[src/rtl/mul_seq_pkg.sv]
// mul_seq_pkg: shared states, default widths and batch-size helper for the ROM-multiply-RAM sequencer.
// Latency: n/a (declarations only).
// Backpressure: n/a.
package mul_seq_pkg;

   localparam int ADDR_W_DEF = 3;
   localparam int DATA_W_DEF = 8;
   localparam int CNT_W_DEF  = 4;

   // Largest batch: one pair per addressable ROM/RAM word.
   function automatic int max_pairs(input int addr_w);
      return 1 << addr_w;
   endfunction

   localparam int MAX_PAIRS = max_pairs(ADDR_W_DEF);

   typedef enum logic [2:0] {
      S_IDLE  = 3'd0,
      S_FETCH = 3'd1,
      S_WAIT  = 3'd2,
      S_MUL   = 3'd3,
      S_WRITE = 3'd4,
      S_DONE  = 3'd5
   } state_t;

endpackage

[src/rtl/mul_seq_ctrl_addr_gen.sv]
// addr_gen: latches the batch bases and pair index, produces wrapped ROM read and RAM write addresses.
// Latency: ROM addresses valid combinationally during FETCH and held afterwards; index steps one cycle after i_adv.
// Backpressure: none; the controller decides when to load and advance.
module addr_gen #(
   parameter int ADDR_W = 3
) (
   input  logic              clk,
   input  logic              reset,
   input  logic              i_load,
   input  logic              i_adv,
   input  logic              i_fetch,
   input  logic [ADDR_W-1:0] i_base1,
   input  logic [ADDR_W-1:0] i_base2,
   input  logic [ADDR_W-1:0] i_wr_base,
   output logic [ADDR_W-1:0] o_rom_addr1,
   output logic [ADDR_W-1:0] o_rom_addr2,
   output logic [ADDR_W-1:0] o_ram_addr,
   output logic [ADDR_W-1:0] o_idx
);

   logic [ADDR_W-1:0] r_base1;
   logic [ADDR_W-1:0] r_base2;
   logic [ADDR_W-1:0] r_wr_base;
   logic [ADDR_W-1:0] r_idx;
   logic [ADDR_W-1:0] r_hold1;
   logic [ADDR_W-1:0] r_hold2;
   logic [ADDR_W-1:0] w_addr1;
   logic [ADDR_W-1:0] w_addr2;

   // Sums wrap naturally at ADDR_W bits, giving the mod-2^ADDR_W walk.
   assign w_addr1 = r_base1 + r_idx;
   assign w_addr2 = r_base2 + r_idx;

   // Bases are frozen for the whole batch; index restarts at 0 on every accepted start.
   always_ff @(posedge clk or negedge reset) begin
      if (!reset) begin
         r_base1   <= '0;
         r_base2   <= '0;
         r_wr_base <= '0;
         r_idx     <= '0;
      end else if (i_load) begin
         r_base1   <= i_base1;
         r_base2   <= i_base2;
         r_wr_base <= i_wr_base;
         r_idx     <= '0;
      end else if (i_adv) begin
         r_idx     <= r_idx + 1'b1;
      end
   end

   // Remember the FETCH address so the ROM ports stay put outside FETCH, even across a new start.
   always_ff @(posedge clk or negedge reset) begin
      if (!reset) begin
         r_hold1 <= '0;
         r_hold2 <= '0;
      end else if (i_fetch) begin
         r_hold1 <= w_addr1;
         r_hold2 <= w_addr2;
      end
   end

   assign o_rom_addr1 = i_fetch ? w_addr1 : r_hold1;
   assign o_rom_addr2 = i_fetch ? w_addr2 : r_hold2;
   assign o_ram_addr  = r_wr_base + r_idx;
   assign o_idx       = r_idx;

endmodule

[src/rtl/mul_seq_ctrl.sv]
// mul_seq_ctrl: walks N ROM operand pairs, multiplies them and writes products to consecutive RAM words.
// Latency: 4 cycles per pair; first ram_we at start+4, done at start+4N+1 (start+1 when N=0).
// Backpressure: none; start is honoured only in IDLE, ignored while busy or in DONE.
// Build option MUL_SAT_EN: overflowing products saturate to all-ones and sat_flag pulses with ram_we.
module mul_seq_ctrl
   import mul_seq_pkg::*;
#(
   parameter int ADDR_W = ADDR_W_DEF,
   parameter int DATA_W = DATA_W_DEF,
   parameter int CNT_W  = CNT_W_DEF
) (
   input  logic              clk,
   input  logic              reset,
   input  logic              start,
   input  logic [ADDR_W-1:0] base1,
   input  logic [ADDR_W-1:0] base2,
   input  logic [ADDR_W-1:0] wr_base,
   input  logic [CNT_W-1:0]  count,
   output logic [ADDR_W-1:0] rom_addr1,
   output logic [ADDR_W-1:0] rom_addr2,
   input  logic [DATA_W-1:0] rom_data1,
   input  logic [DATA_W-1:0] rom_data2,
   output logic              ram_we,
   output logic [ADDR_W-1:0] ram_addr,
   output logic [DATA_W-1:0] ram_wdata,
   output logic [DATA_W-1:0] result,
   output logic              busy,
   output logic              done
`ifdef MUL_SAT_EN
   ,
   output logic              sat_flag
`endif
);

   // Without saturation the high half of the product is never observed, so it is not kept.
`ifdef MUL_SAT_EN
   localparam int PROD_W = 2 * DATA_W;
`else
   localparam int PROD_W = DATA_W;
`endif
   localparam logic [CNT_W-1:0] MAX_N = CNT_W'(max_pairs(ADDR_W));

   state_t            r_state;
   state_t            w_next;
   logic [ADDR_W-1:0] r_last;
   logic [PROD_W-1:0] r_prod;
   logic [DATA_W-1:0] r_result;
   logic [DATA_W-1:0] w_wdata;
   logic [CNT_W-1:0]  w_count_n;
   logic [ADDR_W-1:0] w_idx;
   logic              w_load;
   logic              w_adv;
   logic              w_fetch;
   logic              w_is_last;

   // Out-of-range counts are clamped to one full sweep of the address space.
   assign w_count_n = (count > MAX_N) ? MAX_N : count;
   assign w_is_last = (w_idx == r_last);

   addr_gen #(
      .ADDR_W (ADDR_W)
   ) u_addr_gen (
      .clk         (clk),
      .reset       (reset),
      .i_load      (w_load),
      .i_adv       (w_adv),
      .i_fetch     (w_fetch),
      .i_base1     (base1),
      .i_base2     (base2),
      .i_wr_base   (wr_base),
      .o_rom_addr1 (rom_addr1),
      .o_rom_addr2 (rom_addr2),
      .o_ram_addr  (ram_addr),
      .o_idx       (w_idx)
   );

   // State register; reset abandons any batch in flight without a done pulse.
   always_ff @(posedge clk or negedge reset) begin
      if (!reset) begin
         r_state <= S_IDLE;
      end else begin
         r_state <= w_next;
      end
   end

   // Next state and Moore strobes; all strobes decode r_state so reset clears them at once.
   always_comb begin
      w_next  = r_state;
      w_load  = 1'b0;
      w_adv   = 1'b0;
      w_fetch = 1'b0;
      ram_we  = 1'b0;
      busy    = 1'b0;
      done    = 1'b0;
      case (r_state)
         S_IDLE: begin
            if (start) begin
               w_load = 1'b1;
               w_next = (count == '0) ? S_DONE : S_FETCH;
            end
         end
         S_FETCH: begin
            busy    = 1'b1;
            w_fetch = 1'b1;
            w_next  = S_WAIT;
         end
         S_WAIT: begin
            busy   = 1'b1;
            w_next = S_MUL;
         end
         S_MUL: begin
            busy   = 1'b1;
            w_next = S_WRITE;
         end
         S_WRITE: begin
            busy   = 1'b1;
            ram_we = 1'b1;
            if (w_is_last) begin
               w_next = S_DONE;
            end else begin
               w_adv  = 1'b1;
               w_next = S_FETCH;
            end
         end
         S_DONE: begin
            done   = 1'b1;
            w_next = S_IDLE;
         end
         default: begin
            w_next = S_IDLE;
         end
      endcase
   end

   // Index of the final pair, captured with the rest of the batch parameters.
   always_ff @(posedge clk or negedge reset) begin
      if (!reset) begin
         r_last <= '0;
      end else if (w_load) begin
         r_last <= ADDR_W'(w_count_n - CNT_W'(1));
      end
   end

   // ROM data is stable through MUL because the ROM addresses are held after FETCH.
   always_ff @(posedge clk or negedge reset) begin
      if (!reset) begin
         r_prod <= '0;
      end else if (r_state == S_MUL) begin
         r_prod <= PROD_W'(rom_data1) * PROD_W'(rom_data2);
      end
   end

`ifdef MUL_SAT_EN
   logic w_ovf;
   assign w_ovf    = |r_prod[PROD_W-1:DATA_W];
   assign w_wdata  = w_ovf ? {DATA_W{1'b1}} : r_prod[DATA_W-1:0];
   assign sat_flag = ram_we & w_ovf;
`else
   assign w_wdata  = r_prod;
`endif

   // Keep the last written word so result holds between writes.
   always_ff @(posedge clk or negedge reset) begin
      if (!reset) begin
         r_result <= '0;
      end else if (ram_we) begin
         r_result <= w_wdata;
      end
   end

   assign ram_wdata = w_wdata;
   // result tracks the word being written in the WRITE cycle itself.
   assign result    = ram_we ? w_wdata : r_result;

endmodule

[config.mk]
export PLATFORM = sky130hd
export DESIGN_NAME = mul_seq_ctrl
export DESIGN_NICKNAME = d
export VERILOG_FILES = /design/src/rtl/mul_seq_pkg.sv /design/src/rtl/mul_seq_ctrl_addr_gen.sv /design/src/rtl/mul_seq_ctrl.sv
export SDC_FILE = /design/constraint.sdc
export NUM_CORES = 1
export LEC_CHECK = 0
export ABC_CLOCK_PERIOD_IN_PS = 1900
export BUFFER_PORTS_ARGS = -buffer_cell sky130_fd_sc_hd__buf_4
export CORE_MARGIN = 10
export CORE_UTILIZATION = 54
export CTS_CLUSTER_SIZE = 10
export DETAILED_ROUTE_END_ITERATION = 12
export GPL_TIMING_DRIVEN = 0
export MAX_ROUTING_LAYER = met4
export PLACE_DENSITY = 0.8
export SLEW_MARGIN = 20
export SYNTH_ARGS = -nofsm -noshare
export SYNTH_HDL_FRONTEND = slang
export SYNTH_SLANG_ARGS = --single-unit
[constraint.sdc]
create_clock -name clk -period 1.9 [get_ports clk]
set_input_delay 0.38 -clock clk [delete_from_list [all_inputs] [get_ports clk]]
set_output_delay 0.38 -clock clk [all_outputs]
set_load 0.005 [all_outputs]
==> flow_metrics.py, run 1 <==
metrics = {
    "logic_synthesis": {
        "synth_seq_area_share_pct": 36.97,
        "yosys.area.top_type_share_pct": 36.97,
        "synth_edf_count": 0,
        "syn-instance-count": 274,
        "syn_nets": 342,
        "syn_area_um2": 2708,
        "ys_types": 32,
        "synth.largest_area_cell": "dfrtp_1",
        "ys_ff_latch": 40,
        "async_reset_ff_share_pct": 100.0,
        "synth_area_leaders": "dfrtp_1, fa_1, ha_1, nand2_1, xnor2_1",
        "synth_top_flop_cell": "dfrtp_1",
        "postSynthAreaPerCell_um2": 9.882,
        "ys_top_cells_by_count": "nand2_1, dfrtp_1, inv_1, ha_1, and2_1",
        "yosysWarningCount": 0,
        "synth.most_common_cell": "nand2_1",
    },
    "die": {
        "start_util_pct": 56.58,
        "row_count": 25,
        "die_w_um": 90.81,
        "ios": 60,
        "core_area_um2": 4786,
        "dieArea_um2": 8246,
        "dieHeight_um": 90.81,
    },
    "power_and_ir_drop": {
        "p_int_mw": 3.965,
        "power_mw": 6.598,
        "p_per_area_nw_per_um2": 1550,
        "peakVddDrop_mv": 1.040,
        "p_seq_share_pct": 24.3,
        "pwr-share-comb_pct": 66.3,
        "p_switching_mw": 2.632,
        "clock_power_share_pct": 9.3,
        "swShare_pct": 39.90,
        "p_leak_nw": 2.085,
    },
    "clocking": {
        "h-tree-depth": 2,
        "clk_pin_slew_ns": 0.09,
        "cts_tree": "yes",
        "hold_buffers": 0,
        "clock_path_buffers": 2,
        "root_buffer": "clkbuf_8",
        "cts_buffers": 5,
        "cts.sinks": 40,
        "clock_latency_ns": 0.31,
    },
    "worst_setup_path": {
        "path_class": "primary input to flip-flop",
        "cp_data_required_time_ns": 2.15,
        "cp_slowest_cell": "fa_2",
        "endpoint_kind": "flip-flop",
        "cp-start-kind": "primary input",
        "worstPathArrival_ns": 3.44,
        "crit_chain": "buf_12 -> nand2_8 -> fa_2 -> fa_1 -> inv_1 -> fa_1 -> inv_2 -> fa_2 -> inv_2 -> ha_4 -> a21oi_4 -> xnor3_1 -> o21ai_1",
        "crit_fanout": 5,
        "critPathMaxStageDelay_ns": 0.54,
    },
    "sta": {
        "holdWs_ns": 0.03134,
        "clock_skew_ns": 0.01061,
        "worst_pin_slew_ns": 0.5147,
        "finalWorstPathRequiredPeriod_ns": 3.199,
        "fin_crit_sh_pct": 168.4,
        "max_freq_mhz": 312.6,
        "worst_slack_ns": -1.299,
        "rsz0062_at_grt": "true",
        "slew_viol_final": 0,
        "finalHoldViolCount": 0,
        "setup_viol": 24,
        "slew_headroom_pct": 65.69,
    },
    "detailed_routing": {
        "drt_iter0_drc": 174,
        "firstDrtPassIters": 4,
        "via_per_inst": 5.515,
        "ant_nets": 0,
        "num_vias": 2515,
        "drt-total-wl_um": 9708,
        "drc": 0,
        "routedWlPerCell_um": 21.29,
    },
    "placement": {
        "place_hpwl_um": 4722,
        "io_buffers": 59,
        "place_congestion": 0.7995,
    },
    "outcome": {
        "violations": "negative setup slack",
        "status": "finished with violations",
    },
    "worst_hold_path": {
        "hold_class": "primary input to asynchronous set/reset pin",
    },
    "global_routing": {
        "grt_max_degree": 41,
        "grt_antenna_before_repair": 0,
        "grt_pass1_vias": 2580,
        "grt-ovfl-total": 0,
        "grt_pass1_wl_um": 13230,
        "grt_usage_pct": 20.49,
    },
    "run": {
        "drv_cap": 0,
    },
    "finish": {
        "diodes": 0,
        "nNetsFinal": 456,
        "drive_gt1_share_pct": 52.96,
        "area_growth_pct": 57.16,
        "fill_cells": 210,
        "fin_util_pct": 88.92,
    },
}
power groups by stage:
stage	sequential, mW	clock (mW)	combinational [mW]
floorplan	1.42	0	1.54
global placement	1.46	0	2.44
detailed placement	1.48	0	2.52
CTS	1.50	0.592	3.73
global route	1.62	0.647	4.70
finish	1.61	0.616	4.38
sequential cells by signal, summed over array words and instances (netlist names):
register              cells
r_result                  8
ram_wdata                 8
r_last                    3
r_state                   3
u_addr_gen.o_idx          3
u_addr_gen.r_base1        3
u_addr_gen.r_base2        3
u_addr_gen.r_hold1        3
u_addr_gen.r_hold2        3
u_addr_gen.r_wr_base      3
path summary, 6_finish.rpt:
kind                                                 startpoint                             endpoint  slack (ns)  depth (start not counted)
min in group clk                                     wr_base[0]  u_addr_gen.r_wr_base[0]$_DFFE_PN0P_        0.29                          2
worst max-delay path                               rom_data1[3]             ram_wdata[7]$_DFFE_PN0N_       -1.30                         13
worst min-delay path                                      reset                r_result[5]$_DFF_PN0_        0.03                          1
max in group asynchronous                                 reset               r_state[0]$_DFFE_PN0P_        1.48                          1
worst min register to register  u_addr_gen.r_hold2[2]$_DFF_PN0_      u_addr_gen.r_hold2[2]$_DFF_PN0_        0.52                          2
worst max register to register           r_state[0]$_DFFE_PN0P_      u_addr_gen.o_idx[2]$_DFFE_PN0P_       -0.02                          8
cells by family after synthesis:
| family | after synthesis | share of synthesized area [%] |
|---|---|---|
| AND/OR/NAND/NOR | 100 | 17.10 |
| buffers and inverters | 38 | 5.452 |
| flip-flops | 40 | 36.97 |
| adder cells (fa/ha/maj) | 36 | 20.79 |
| XOR/XNOR | 27 | 10.54 |
| AO/OA/AOI/OAI | 22 | 4.621 |
| multiplexers | 11 | 4.529 |
timing repair:
item                       4_1_cts  5_1_grt
buffers inserted                44       17
gates cloned                     3        0
hold endpoints to repair         0        0
pin swaps                       31       28
setup endpoints to repair       22       41
resized for setup               80       45
per-stage QoR:
| step | TNS (ns) | setup WS (ns) | instance area [um2] | std cells |
|---|---|---|---|---|
| detailed placement | -6.449 | -1.698 | 3328 | 400 |
| finish | -7.518 | -1.299 | 4255 | 456 |
| CTS | -7.141 | -1.245 | 4059 | 453 |
| global route | -8.510 | -1.380 | 4255 | 456 |
| floorplan | -4.364 | -1.347 | 2801 | 274 |
| global placement | -5.980 | -1.677 | 3328 | 400 |
cells in the final DEF (no fill, tap or decap), drive strengths merged, types with 6 or more instances in the layout:
| cell type | instances |
|---|---|
| xor2 | 6 |
| xnor2 | 18 |
| o21ai | 13 |
| dfrtp | 40 |
| nand2 | 61 |
| clkbuf | 9 |
| ha | 21 |
| mux2 | 10 |
| nor2 | 9 |
| and2 | 19 |
| fa | 15 |
| inv | 29 |
| buf | 110 |
worst max-delay path, delay by kind of cell:
family	cells	cell delay, ns
compound gates	2	0.25
xor+xnor	1	0.33
fa+ha+maj	5	2.16
buf+inv	4	0.26
simple gates	1	0.05
cell type report:
| cell class | count | area [um2] | share of cell area [%] |
|---|---|---|---|
| multi-input combinational | 197 | 1919 | 45.10 |
| sequential | 40 | 1003 | 23.58 |
| timing repair buffer | 108 | 977.2 | 22.96 |
| inverter | 30 | 125.1 | 2.940 |
| tap | 67 | 83.83 | 1.970 |
| clock buffer | 6 | 82.58 | 1.941 |
| buffer | 5 | 46.29 | 1.088 |
| clock inverter | 2 | 10.01 | 0.2352 |
| timing repair inverter | 1 | 7.507 | 0.1764 |
per-layer routing:
metal | part of all wire (%) | track usage [%] | up-vias
li1 | - | - | 1090
met1 | 38 | 23.66 | 1286
met2 | 53 | 35.04 | 103
met3 | 4.7 | 3.658 | 36
met4 | 4.0 | 7.050 | 0
met5 | 0 | - | -
No activity file was read; power rests on OpenSTA's default activity.
==> run 2, diff against run 1 <==
--- a/config.mk
+++ b/config.mk
@@ -9,3 +9,3 @@
 export BUFFER_PORTS_ARGS = -buffer_cell sky130_fd_sc_hd__buf_4
-export CORE_MARGIN = 10
+export CORE_MARGIN = 2
 export CORE_UTILIZATION = 54
==> constraint.sdc (replaced) <==
create_clock -name clk -period 1.9 [get_ports clk]
set_input_delay 0.095 -clock clk [delete_from_list [all_inputs] [get_ports clk]]
set_output_delay 0.095 -clock clk [all_outputs]
set_load 0.005 [all_outputs]
==> run 2 against run 1 <==
The run still ends with negative setup slack left. Via count is 17% lower. Power is 26% lower. Cell area is 14% lower. Critical endpoint unchanged.
==> flow_metrics.py, run 2 (synthesis results as in run 1) <==
metrics = {
    "power_and_ir_drop": {
        "p_leak_nw": 1.791,
        "p_switching_mw": 1.804,
        "p_seq_share_pct": 30.7,
        "pwr-share-comb_pct": 55.2,
        "swShare_pct": 36.98,
        "p_int_mw": 3.074,
        "clock_power_share_pct": 14.1,
        "peakVddDrop_mv": 1.005,
        "p_per_area_nw_per_um2": 1338,
    },
    "outcome": {
        "status": "finished with violations",
        "violations": "negative setup slack",
    },
    "sta": {
        "worst_pin_slew_ns": 0.5184,
        "rsz0062_at_grt": "true",
        "fin_crit_sh_pct": 149.3,
        "clock_skew_ns": 0.007765,
        "setup_viol": 6,
        "finalHoldViolCount": 0,
        "worst_slack_ns": -0.9367,
        "fin_tns_setup_ns": -2.542,
        "finalWorstPathRequiredPeriod_ns": 2.837,
        "slew_headroom_pct": 65.40,
        "max_freq_mhz": 352.5,
        "slew_viol_final": 0,
        "holdWs_ns": 0.008475,
    },
    "placement": {
        "place_congestion": 0.8697,
        "dpl.cell_count": 400,
        "dp_worst_setup_slack_ns": -1.446,
        "dpl_cell_area_um2": 3328,
        "place_hpwl_um": 4306,
        "io_buffers": 59,
    },
    "worst_setup_path": {
        "critPathMaxStageDelay_ns": 0.55,
        "worstPathArrival_ns": 3.06,
        "r2r_start": "r_state[1]$_DFFE_PN0P_",
        "r2r-end": "u_addr_gen.r_base2[1]$_DFFE_PN0P_",
        "rr_worst_depth": 7,
        "cp-startpoint": "rom_data2[4]",
        "path_class": "primary input to flip-flop",
        "crit_fanout": 4,
        "critical-path-top-delay-family": "adder cells",
        "ff2ff_setup_slack_ns": 0.15,
        "cp-start-kind": "primary input",
        "path_buf_inv": 4,
        "cp_data_required_time_ns": 2.13,
        "crit_chain": "buf_4 -> nand2_2 -> fa_1 -> inv_1 -> ha_4 -> fa_1 -> inv_1 -> fa_2 -> inv_2 -> ha_4 -> a21oi_4 -> xnor3_1 -> o21ai_1",
        "crit_path_end": "ram_wdata[7]$_DFFE_PN0N_",
        "cp.depth": 13,
        "endpoint_kind": "flip-flop",
        "cp_slowest_cell": "fa_1",
    },
    "die": {
        "row_count": 25,
        "core_area_um2": 4786,
        "ios": 60,
        "die_w_um": 74.81,
        "dieArea_um2": 5597,
        "start_util_pct": 56.58,
        "dieHeight_um": 74.81,
    },
    "detailed_routing": {
        "drt_iter0_drc": 61,
        "num_vias": 2093,
        "via_per_inst": 5.080,
        "firstDrtPassIters": 4,
        "drc": 0,
        "ant_nets": 0,
        "routedWlPerCell_um": 14.44,
        "drt-total-wl_um": 5950,
    },
    "finish": {
        "diodes": 0,
        "area_growth_pct": 34.61,
        "final_cell_mix": "buf_4, nand2_1, dfrtp_1",
        "drive_gt1_share_pct": 36.52,
        "nNetsFinal": 412,
        "layout_commonest_cell": "buf_4",
        "stdcell_count": 412,
        "design_area_um2": 3645,
    },
    "clocking": {
        "h-tree-depth": 2,
        "cts_tree": "yes",
        "clk_pin_slew_ns": 0.08,
        "root_buffer": "clkbuf_8",
        "cts_buffers": 5,
        "clock_latency_ns": 0.29,
        "cts.sinks": 40,
        "clock_path_buffers": 2,
    },
    "global_routing": {
        "grt_max_degree": 41,
        "grt_antenna_before_repair": 0,
        "grt_usage_pct": 24.74,
        "grt_pass1_wl_um": 9984,
        "grt_pass1_vias": 2188,
        "grt-ovfl-total": 0,
    },
    "worst_hold_path": {
        "hold_class": "primary input to flip-flop",
    },
    "run": {
        "drv_cap": 0,
    },
}
run 2: layer usage:
layer	GRT usage [%]	up-vias	share of wire, %	routed length, um
li1	-	1007	-	-
met1	31.87	1038	46	2717
met2	40.51	40	50	2977
met3	4.819	8	3.1	184
met4	6.349	0	1.2	70
met5	-	-	0	0
run 2: area by class of cell:
cell class / count / area, um2
Buffer: 6 / 36.28
Clock buffer: 6 / 72.57
Clock inverter: 2 / 35.03
Fill cell: 338 / 1141
Inverter: 30 / 120.1
Multi-Input combinational cell: 196 / 1750
Sequential cell: 40 / 1003
Tap cell: 67 / 83.83
Timing Repair Buffer: 65 / 543.0
run 2: what timing repair did:
action                                 CTS  global route
hold buffers                             1             0
endpoints found under the hold margin   40             0
setup endpoints to repair               19            25
setup buffers                            2             3
pin swaps                               16             8
gates resized for setup                 25            19
run 2: tightest hold or removal path: stages:
cell and delay [ns]:
buf_4 0.07, nand2_1 0.03, o21ai_1 0.06
run 2: worst min path at each step:
| stage | startpoint | to | depth (start not counted) |
|---|---|---|---|
| after floorplan | reset | r_last[0]$_DFFE_PN0P_ | 0 |
| after global placement | reset | u_addr_gen.r_hold2[2]$_DFF_PN0_ | 1 |
| after detailed placement | reset | u_addr_gen.r_hold2[2]$_DFF_PN0_ | 1 |
| after CTS | wr_base[1] | u_addr_gen.r_wr_base[1]$_DFFE_PN0P_ | 3 |
| after global routing | base2[1] | u_addr_gen.r_base2[1]$_DFFE_PN0P_ | 3 |
| final | wr_base[1] | u_addr_gen.r_wr_base[1]$_DFFE_PN0P_ | 3 |
run 2: power by group through the flow:
stage / clock network [mW] / registers (mW) / logic (mW)
floorplan: 0 / 1.42 / 1.54
global placement: 0 / 1.46 / 2.40
detailed placement: 0 / 1.48 / 2.49
CTS: 0.687 / 1.47 / 2.62
global route: 0.743 / 1.55 / 3.00
finish: 0.687 / 1.50 / 2.69
run 2: metrics by stage:
step	util, %	total power [mW]
6_report	76.16	4.878
3_5_place_dp	69.54	3.970
5_1_grt	76.16	5.287
3_3_place_gp	69.54	3.855
2_1_floorplan	-	2.962
4_1_cts	74.04	4.772
